**src/rtl/modexp_pkg.sv**
```systemverilog
`default_nettype none
// ============================================================================
//  Module      : modexp_pkg
//  Description : Shared FSM state type and default widths for the modular
//                exponentiation controller.
//  Revision    : 1.0 - initial release
// ============================================================================
package modexp_pkg;

  localparam int MODEXP_DATA_WIDTH = 8;
  localparam int MODEXP_EXP_WIDTH  = 8;

  typedef enum logic [2:0] {
    IDLE   = 3'd0,
    REDUCE = 3'd1,
    MUL    = 3'd2,
    SQR    = 3'd3,
    DONE   = 3'd4
  } state_t;

endpackage
`default_nettype wire

```
**src/rtl/modexp_mutiplicator.sv**
```systemverilog
`default_nettype none
// ============================================================================
//  Module      : mutiplicator
//  Description : Combinational modular multiplier, p = (a * b) mod m.
//                The product is formed at full double width before reduction.
//                A zero modulus yields zero instead of an undefined remainder.
//  Revision    : 1.0 - initial release
// ============================================================================
module mutiplicator #(
  parameter int WIDTH = 8
) (
  input  logic [WIDTH-1:0] a_i,
  input  logic [WIDTH-1:0] b_i,
  input  logic [WIDTH-1:0] m_i,
  output logic [WIDTH-1:0] p_o
);

  logic [2*WIDTH-1:0] prod_w;
  logic [2*WIDTH-1:0] mod_w;

  // Widen operands, multiply, then reduce by the modulus.
  always_comb begin
    prod_w = {{WIDTH{1'b0}}, a_i} * {{WIDTH{1'b0}}, b_i};
    mod_w  = {{WIDTH{1'b0}}, m_i};
    if (m_i == '0) begin
      p_o = '0;
    end else begin
      p_o = WIDTH'(prod_w % mod_w);
    end
  end

endmodule
`default_nettype wire

```
**src/rtl/modexp_controller.sv**
```systemverilog
`default_nettype none
// ============================================================================
//  Module      : modexp_controller
//  Description : Right-to-left square-and-multiply modular exponentiation.
//                One modular multiplication per cycle through a single shared
//                multiplier; fixed latency independent of the exponent value.
//  Revision    : 1.0 - initial release
// ============================================================================
module modexp_controller
  import modexp_pkg::*;
#(
  parameter int DATA_WIDTH = MODEXP_DATA_WIDTH,
  parameter int EXP_WIDTH  = MODEXP_EXP_WIDTH
) (
  input  logic                  clk,
  input  logic                  rst,
  input  logic                  start,
  input  logic [DATA_WIDTH-1:0] base,
  input  logic [EXP_WIDTH-1:0]  exponent,
  input  logic [DATA_WIDTH-1:0] modulus,
  output logic                  busy,
  output logic                  done,
  output logic                  error,
  output logic [DATA_WIDTH-1:0] result
);

  localparam int              CNT_W    = $clog2(EXP_WIDTH + 1);
  localparam logic [CNT_W-1:0] CNT_LOAD = CNT_W'(EXP_WIDTH);

  state_t                state_q,  state_d;
  logic [DATA_WIDTH-1:0] base_q,   base_d;
  logic [EXP_WIDTH-1:0]  exp_q,    exp_d;
  logic [DATA_WIDTH-1:0] mod_q,    mod_d;
  logic [DATA_WIDTH-1:0] acc_q,    acc_d;
  logic [CNT_W-1:0]      cnt_q,    cnt_d;
  logic [DATA_WIDTH-1:0] result_q, result_d;
  logic                  error_q,  error_d;

  logic [DATA_WIDTH-1:0] mul_a_w;
  logic [DATA_WIDTH-1:0] mul_b_w;
  logic [DATA_WIDTH-1:0] mul_p_w;
  logic [CNT_W-1:0]      cnt_dec_w;

  // Operand mux for the shared multiplier; the modulus is always mod_q.
  always_comb begin
    mul_a_w = '0;
    mul_b_w = '0;
    case (state_q)
      REDUCE: begin
        mul_a_w = base_q;
        mul_b_w = DATA_WIDTH'(1);
      end
      MUL: begin
        mul_a_w = acc_q;
        mul_b_w = base_q;
      end
      SQR: begin
        mul_a_w = base_q;
        mul_b_w = base_q;
      end
      default: begin
        mul_a_w = '0;
        mul_b_w = '0;
      end
    endcase
  end

  mutiplicator #(
    .WIDTH (DATA_WIDTH)
  ) u_mul (
    .a_i (mul_a_w),
    .b_i (mul_b_w),
    .m_i (mod_q),
    .p_o (mul_p_w)
  );

  assign cnt_dec_w = cnt_q - CNT_W'(1);

  // Next-state and datapath update; everything holds unless a state acts.
  always_comb begin
    state_d  = state_q;
    base_d   = base_q;
    exp_d    = exp_q;
    mod_d    = mod_q;
    acc_d    = acc_q;
    cnt_d    = cnt_q;
    result_d = result_q;
    error_d  = error_q;
    case (state_q)
      IDLE: begin
        if (start) begin
          if (modulus == '0) begin
            error_d  = 1'b1;
            result_d = '0;
            state_d  = DONE;
          end else begin
            base_d  = base;
            exp_d   = exponent;
            mod_d   = modulus;
            cnt_d   = CNT_LOAD;
            error_d = 1'b0;
            state_d = REDUCE;
          end
        end
      end
      REDUCE: begin
        // Bring the base below the modulus; 1 mod 1 is 0, otherwise 1.
        base_d  = mul_p_w;
        acc_d   = (mod_q == DATA_WIDTH'(1)) ? '0 : DATA_WIDTH'(1);
        state_d = MUL;
      end
      MUL: begin
        if (exp_q[0]) begin
          acc_d = mul_p_w;
        end
        state_d = SQR;
      end
      SQR: begin
        base_d = mul_p_w;
        exp_d  = exp_q >> 1;
        cnt_d  = cnt_dec_w;
        if (cnt_dec_w == '0) begin
          // The final SQR never touches acc, so acc is the answer here and
          // result is already valid while done is high.
          result_d = acc_q;
          state_d  = DONE;
        end else begin
          state_d = MUL;
        end
      end
      DONE: begin
        state_d = IDLE;
      end
      default: begin
        state_d = IDLE;
      end
    endcase
  end

  // State and datapath registers with synchronous clear.
  always_ff @(posedge clk) begin
    if (rst) begin
      state_q  <= IDLE;
      base_q   <= '0;
      exp_q    <= '0;
      mod_q    <= '0;
      acc_q    <= '0;
      cnt_q    <= '0;
      result_q <= '0;
      error_q  <= 1'b0;
    end else begin
      state_q  <= state_d;
      base_q   <= base_d;
      exp_q    <= exp_d;
      mod_q    <= mod_d;
      acc_q    <= acc_d;
      cnt_q    <= cnt_d;
      result_q <= result_d;
      error_q  <= error_d;
    end
  end

  assign busy   = (state_q != IDLE);
  assign done   = (state_q == DONE);
  assign error  = error_q;
  assign result = result_q;

endmodule
`default_nettype wire

```
**config.mk**
```make
export PLATFORM = sky130hd
export DESIGN_NAME = modexp_controller
export DESIGN_NICKNAME = d
export VERILOG_FILES = /design/src/rtl/modexp_pkg.sv /design/src/rtl/modexp_mutiplicator.sv /design/src/rtl/modexp_controller.sv
export SDC_FILE = /design/constraint.sdc
export NUM_CORES = 1
export LEC_CHECK = 0
export BUFFER_PORTS_ARGS = -buffer_cell sky130_fd_sc_hd__clkbuf_2
export CORE_ASPECT_RATIO = 1.5
export CORE_UTILIZATION = 60
export CTS_BUF_LIST = sky130_fd_sc_hd__clkbuf_2
export DETAILED_ROUTE_END_ITERATION = 12
export PLACE_DENSITY = 0.8
export SYNTH_ARGS = -nofsm -noshare
export SYNTH_HDL_FRONTEND = slang
export SYNTH_SLANG_ARGS = --single-unit
```
**constraint.sdc**
```tcl
create_clock -name clk -period 32.9 [get_ports clk]
set_input_delay 1.645 -clock clk [delete_from_list [all_inputs] [get_ports clk]]
set_output_delay 1.645 -clock clk [all_outputs]
set_load 0.02 [all_outputs]
```
After elaboration in Yosys (flattened, before gate mapping). Index checks and enable logic that the tools add are counted.

Word-level logic and storage cells: 62. Register bits after elaboration: 48. Input bits: 27. Output and inout bits: 11.

Multiply operators: 1. Muxes and demuxes: 24. Add/sub/neg operators: 1. Reduce and logical (&&, ||, !) cells: 16. Equality and inequality tests: 10. Divide/modulo/power cells: 1. Bitwise logic cells: 1.

Operators by type and width (number): $pmux 8 s2 (6); $mux 8 (9); $logic_not 8->1 (2); $mod 16x8->16 (1); $mul 8x8->16 (1); $pmux 3 s4 (1); $ne 2x2->1 const B (5); $mux 3 (3); $reduce_and 3->1 (3); $eq 8x1->1 const B (1); $mux 4 (2); $pmux 4 s2 (1); $eq 3x2->1 const B (2); $reduce_bool 2->1 (3); $logic_not 4->1 (1); $reduce_and 2->1 (2); $reduce_and 4->1 (1); $reduce_or 2->1 (2); $sub 4x1->4 const B (1); $eq 3x1->1 const B (1); $eq 3x3->1 const B (1); $logic_not 3->1 (1); $reduce_bool 3->1 (1); $mux 1 (2); $not 1->1 (1).

Depth between registers and ports, before layout.
Word-level depth: 8. Depth in mapped cells: 172. Mapped depth without buffers: 162.

Hierarchy. A second synthesis with hierarchy kept.

Cell total of the unflattened synthesis: 1354. Area, all modules: 10628.9 um^2.

Modules (own cells, without submodules): mutiplicator (cells an instance 1089, area each 8215.4 um^2, instances 1); modexp_controller (cells an instance 265, area each 2413.6 um^2, instances 1).

Worst setup path before layout. Ideal clock, no wire load.

Path type: flip-flop to flip-flop. From: register state_q[0]. To: register acc_q[0]. Required time: 32829 ps. Clock period less this slack: 34472 ps. Path buffers: 11. Arrival time: 34401 ps. Slack: -1572 ps. Cell stages (with the launch flop): 161. Path through: dfxtp_1 > clkbuf_1 > clkbuf_1 > clkbuf_1 > o21ai_0 > nand2b_1 > clkbuf_1 > nor2_1 > fa_1 > fa_1 > fa_1 > fa_1 > ha_1 > a21o_1 > a21oi_2 > a21oi_1 > nor3_1 > xor2_1 > (+125 left out) > a21oi_1 > o21ai_0 > nor4_4 > mux2_2 > ha_1 > nor2b_1 > o21ai_0 > nand2b_1 > a21o_1 > a21o_1 > o21a_1 > o21ai_0 > nand2b_1 > a2111oi_0 > a32o_2 > buf_6 > mux2_1 > o21ai_1.

Cells in the longest elaborated chain, start to end: 8. Elaborated cells between the ends (all ways): 15. Those cells by class: mul (1); div (1); eq/ne (4); mux (5); reduce/logical (4).

Ends and longest elaborated chain: start: declaration (RTL line modexp_controller.sv:30) `state_t state_q, state_d;`; start signal: assignment (RTL line modexp_controller.sv:152) `state_q <= state_d;`; $eq 3x2->1 (tied with other cells) (RTL line modexp_controller.sv:48) `case (state_q)`; $reduce_or 2->1 (no line); $pmux 8 s2 (RTL line modexp_controller.sv:48); $mul 8x8->16 (RTL line modexp_mutiplicator.sv:23) `prod_w = {{WIDTH{1'b0}}, a_i} * {{WIDTH{1'b0}}, b_i};`; $mod 16x8->16 (RTL line modexp_mutiplicator.sv:28) `p_o = WIDTH'(prod_w % mod_w);`; $mux 8 (RTL line modexp_mutiplicator.sv:25) `if (m_i == '0) begin`; $mux 8 (RTL line modexp_controller.sv:113) `if (exp_q[0]) begin`; $pmux 8 s2 (RTL line modexp_controller.sv:89) `case (state_q)`; end signal: assignment (RTL line modexp_controller.sv:147) `acc_q <= '0;`; end signal: assignment (RTL line modexp_controller.sv:156) `acc_q <= acc_d;`; end: declaration (RTL line modexp_controller.sv:34) `logic [DATA_WIDTH-1:0] acc_q, acc_d;`.

Several ways; a longest one is shown, not always the timed one. The select of a mux whose other input is x is not followed. A chain may end at the register's enable or synchronous reset.

Final worst setup path.
From: register state_q[1]. To: register base_q[4].

Cells in the longest elaborated chain, start to end: 7. Elaborated cells between the ends (all ways): 16. Those cells by class: mul (1); div (1); eq/ne (5); mux (4); reduce/logical (5).

Ends and longest elaborated chain: $eq 3x2->1 (tied with other cells) (RTL line modexp_controller.sv:48, modexp_controller.sv:89); $reduce_or 2->1 (no line); $pmux 8 s2 (RTL line modexp_controller.sv:48); $mul 8x8->16 (RTL line modexp_mutiplicator.sv:23); $mod 16x8->16 (RTL line modexp_mutiplicator.sv:28); $mux 8 (RTL line modexp_mutiplicator.sv:25); $pmux 8 s2 (RTL line modexp_controller.sv:89); end signal: assignment (RTL line modexp_controller.sv:153) `base_q <= base_d;`; end: declaration (RTL line modexp_controller.sv:31) `logic [DATA_WIDTH-1:0] base_q, base_d;`.

Several ways; a longest one is shown, not always the timed one.

==> results.cfg <==
[clock_tree]
cts_tree = built
cts_made_buffers = 5
ctsLongestPathBuffers = 2
path_clk_slew_ns = 0.23
htree_levels = 2
cts-root-buf = clkbuf_2
cts_sinks = 48
clock_latency_ns = 0.46
holdBufCountCts = 0

[synthesis]
synth-adder-area-share_pct = 25.3
synth-compound-area-share_pct = 26.4
synth-seq-cells = 48
syn_area_um2 = 9940
syn_avg_cell_area_um2 = 7.54
synth-edff-count = 0
synthArstFlopShare_pct = 0
syn-num-nets = 1523
yosys.area_share.simple_pct = 23.7
ys.flop_type = dfxtp_1
synth_warnings = 0
synth_mux_area_share_pct = 4.72
ys_types = 91
synth_xor_area_share_pct = 5.28
synth-seq-area-share_pct = 9.66
synthCells = 1319
synth_top_family_by_area = compound AO/OA/AOI/OAI gates

[route]
first_iter_violations = 1437
routedWlPerCell_um = 22.9
vias = 12000
drtAntennaViolNets = 0
firstDrtPassIters = 5
routed_wl_um = 38700
viasPerCell = 7.12
remaining_drc_errors = 0

[sta]
finalHoldViolCount = 0
slew_headroom_pct = 27.0
max_freq_ghz = 0.0297
rsz0062_at_grt = yes
skew_ns = 0.0243
tightest_slew_ns = 1.09
setup-tns-final_ns = -11.73
fin_crit_sh_pct = 102
final.setup.worst_slack_ns = -0.785
finalSetupViolations = 16
final_max_slew_viol_count = 0
period_minus_slack_ns = 33.69

[worst_setup_path]
cp_common_cell = o21a_1
reg2reg_depth = 165
crit_cells = 165
end_kind = flop
crit_buf_inv = 14
critical-path-slowest-cell = fa_1
start_kind = flop
cp_top_family = compound AO/OA/AOI/OAI gates
crit_required_ns = 33.23
worstPathMaxFanout = 8
cp-startpoint = state_q[1]
arrival_ns = 34.02
crit-reg2reg-launch = state_q[1]
worstSetupPathType = reg -> reg
slowest_delay_ns = 0.60

[floorplanning]
rows = 57
initial_core_util_pct = 61.4
die-width_um = 107
ioPinCount = 38
die-area_um2 = 17100
core_um2 = 16200
die_h_um = 160

[final_layout]
n_antenna_cell = 0
area_growth_pct = 30.6
fin_cells = 1686
most-common-layout-cells = buf_4 (146), nand2_1 (121), nor2_1 (119), ha_1 (105), inv_1 (79)
post_route_cells_drive_above_1_share_pct = 32.3
layout_commonest_cell = buf_4
final_util_pct = 80.2
final_nets = 1685

[min_path]
holdCritStartpoint = exp_q[1]
holdCritPathClass = reg -> reg
hold_depth = 2

[global_route]
grt_pass1_vias = 10200
track_usage_pct = 34.8
antenna_found_initial = 0
grt_max_degree = 44
grt-ovfl-total = 0
grt_pass1_wl_um = 47900

[placement]
place_inst = 1586
gp_congestion = 0.949
dp_hpwl_um = 24000
port_buffers = 37

[outcome]
violations = negative setup slack
run_status = finished with violations

[run]
drv_cap = 0
[per-layer routing]
metal  routed length [um]  vias up  GRT usage [%]
met5                    0        -              0
met4                 3870        0           22.9
met3                 2840      388           2.37
met2                19200      878           65.5
met1                12800     5596           36.1
li1                     -     5147              -
[sequential cells by signal, summed over array words and instances, names as in the netlist]
name	cells
acc_q	8
base_q	8
exp_q	8
state_q	3
error	1
cnt_q	4
result	8
mod_q	8
[Yosys cell counts, types with 11 or more instances]
master	instances	area [um2]
xor2_1	21	184
xnor2_1	39	342
or2_2	14	87.6
a31oi_1	12	75.1
fa_1	37	741
inv_1	83	312
nand3_1	16	80.1
and3_1	13	81.3
o21ai_0	65	325
or3_1	14	87.6
nand2b_1	21	131
nor4_1	14	87.6
o21a_1	46	345
ha_1	140	1750
dfxtp_1	48	961
nor2b_1	16	100
a21o_1	27	203
clkbuf_1	32	120
mux2_2	26	293
a21oi_1	79	395
mux2i_1	15	150
nor3_1	49	245
nor2_1	144	541
o22ai_1	13	81.3
o31ai_1	21	158
a211oi_1	11	82.6
nand2_1	136	510
[worst paths after layout]
kind | to | slack [ns]
setup / recovery | base_q[4] | -0.79
hold / removal | exp_q[1] | 0.50
setup reg to reg | base_q[4] | -0.79
hold reg to reg | exp_q[1] | 0.50
[stage by stage]
step / cell area, um2 / worst slack (ns) / hold slack, ns
finish: 13000 / -0.785 / 0.503
floorplan: 10000 / 0.0416 / 0.439
global route: 13000 / -1.96 / 0.522
detailed placement: 10800 / -0.952 / 0.474
global placement: 10800 / -0.321 / 0.473
CTS: 11000 / 0.0219 / 0.503
[kinds of logic after synthesis]
kind of cell,after synthesis
AND/OR/NAND/NOR,483
AO/OA/AOI/OAI,382
adder cells (fa/ha/maj),179
buffers and inverters,124
XOR/XNOR,60
flip-flops,48
multiplexers,43
[layout make-up]
| class | instances | area [um2] |
|---|---|---|
| Clock buffer | 5 | 25.0 |
| Inverter | 83 | 312 |
| Fill cell | 943 | 3200 |
| Clock inverter | 1 | 30.0 |
| Tap cell | 206 | 258 |
| Sequential cell | 48 | 973 |
| Timing Repair Buffer | 196 | 1460 |
| Multi-Input combinational cell | 1147 | 9930 |
[worst register-to-register path, delay by kind of cell (launching register included)]
family                   cells  cell delay (ns)
flip-flops                   1             0.43
adder cells (fa/ha/maj)     21             6.61
XOR/XNOR                     1             0.26
AND/OR/NAND/NOR             37             6.73
multiplexers                 4             1.18
AO/OA/AOI/OAI               88            16.37
buffers and inverters       14             1.99
[timing repair]
action                     CTS  global route
setup endpoints to repair   16            16
buffers inserted            11            82
gates resized for setup     43           274
gates cloned                 0             1
pin swaps                   14           153
Power is left out: the tool's default activity adds up to more than one toggle a clock period on the data nets, which glitch-free logic cannot reach.
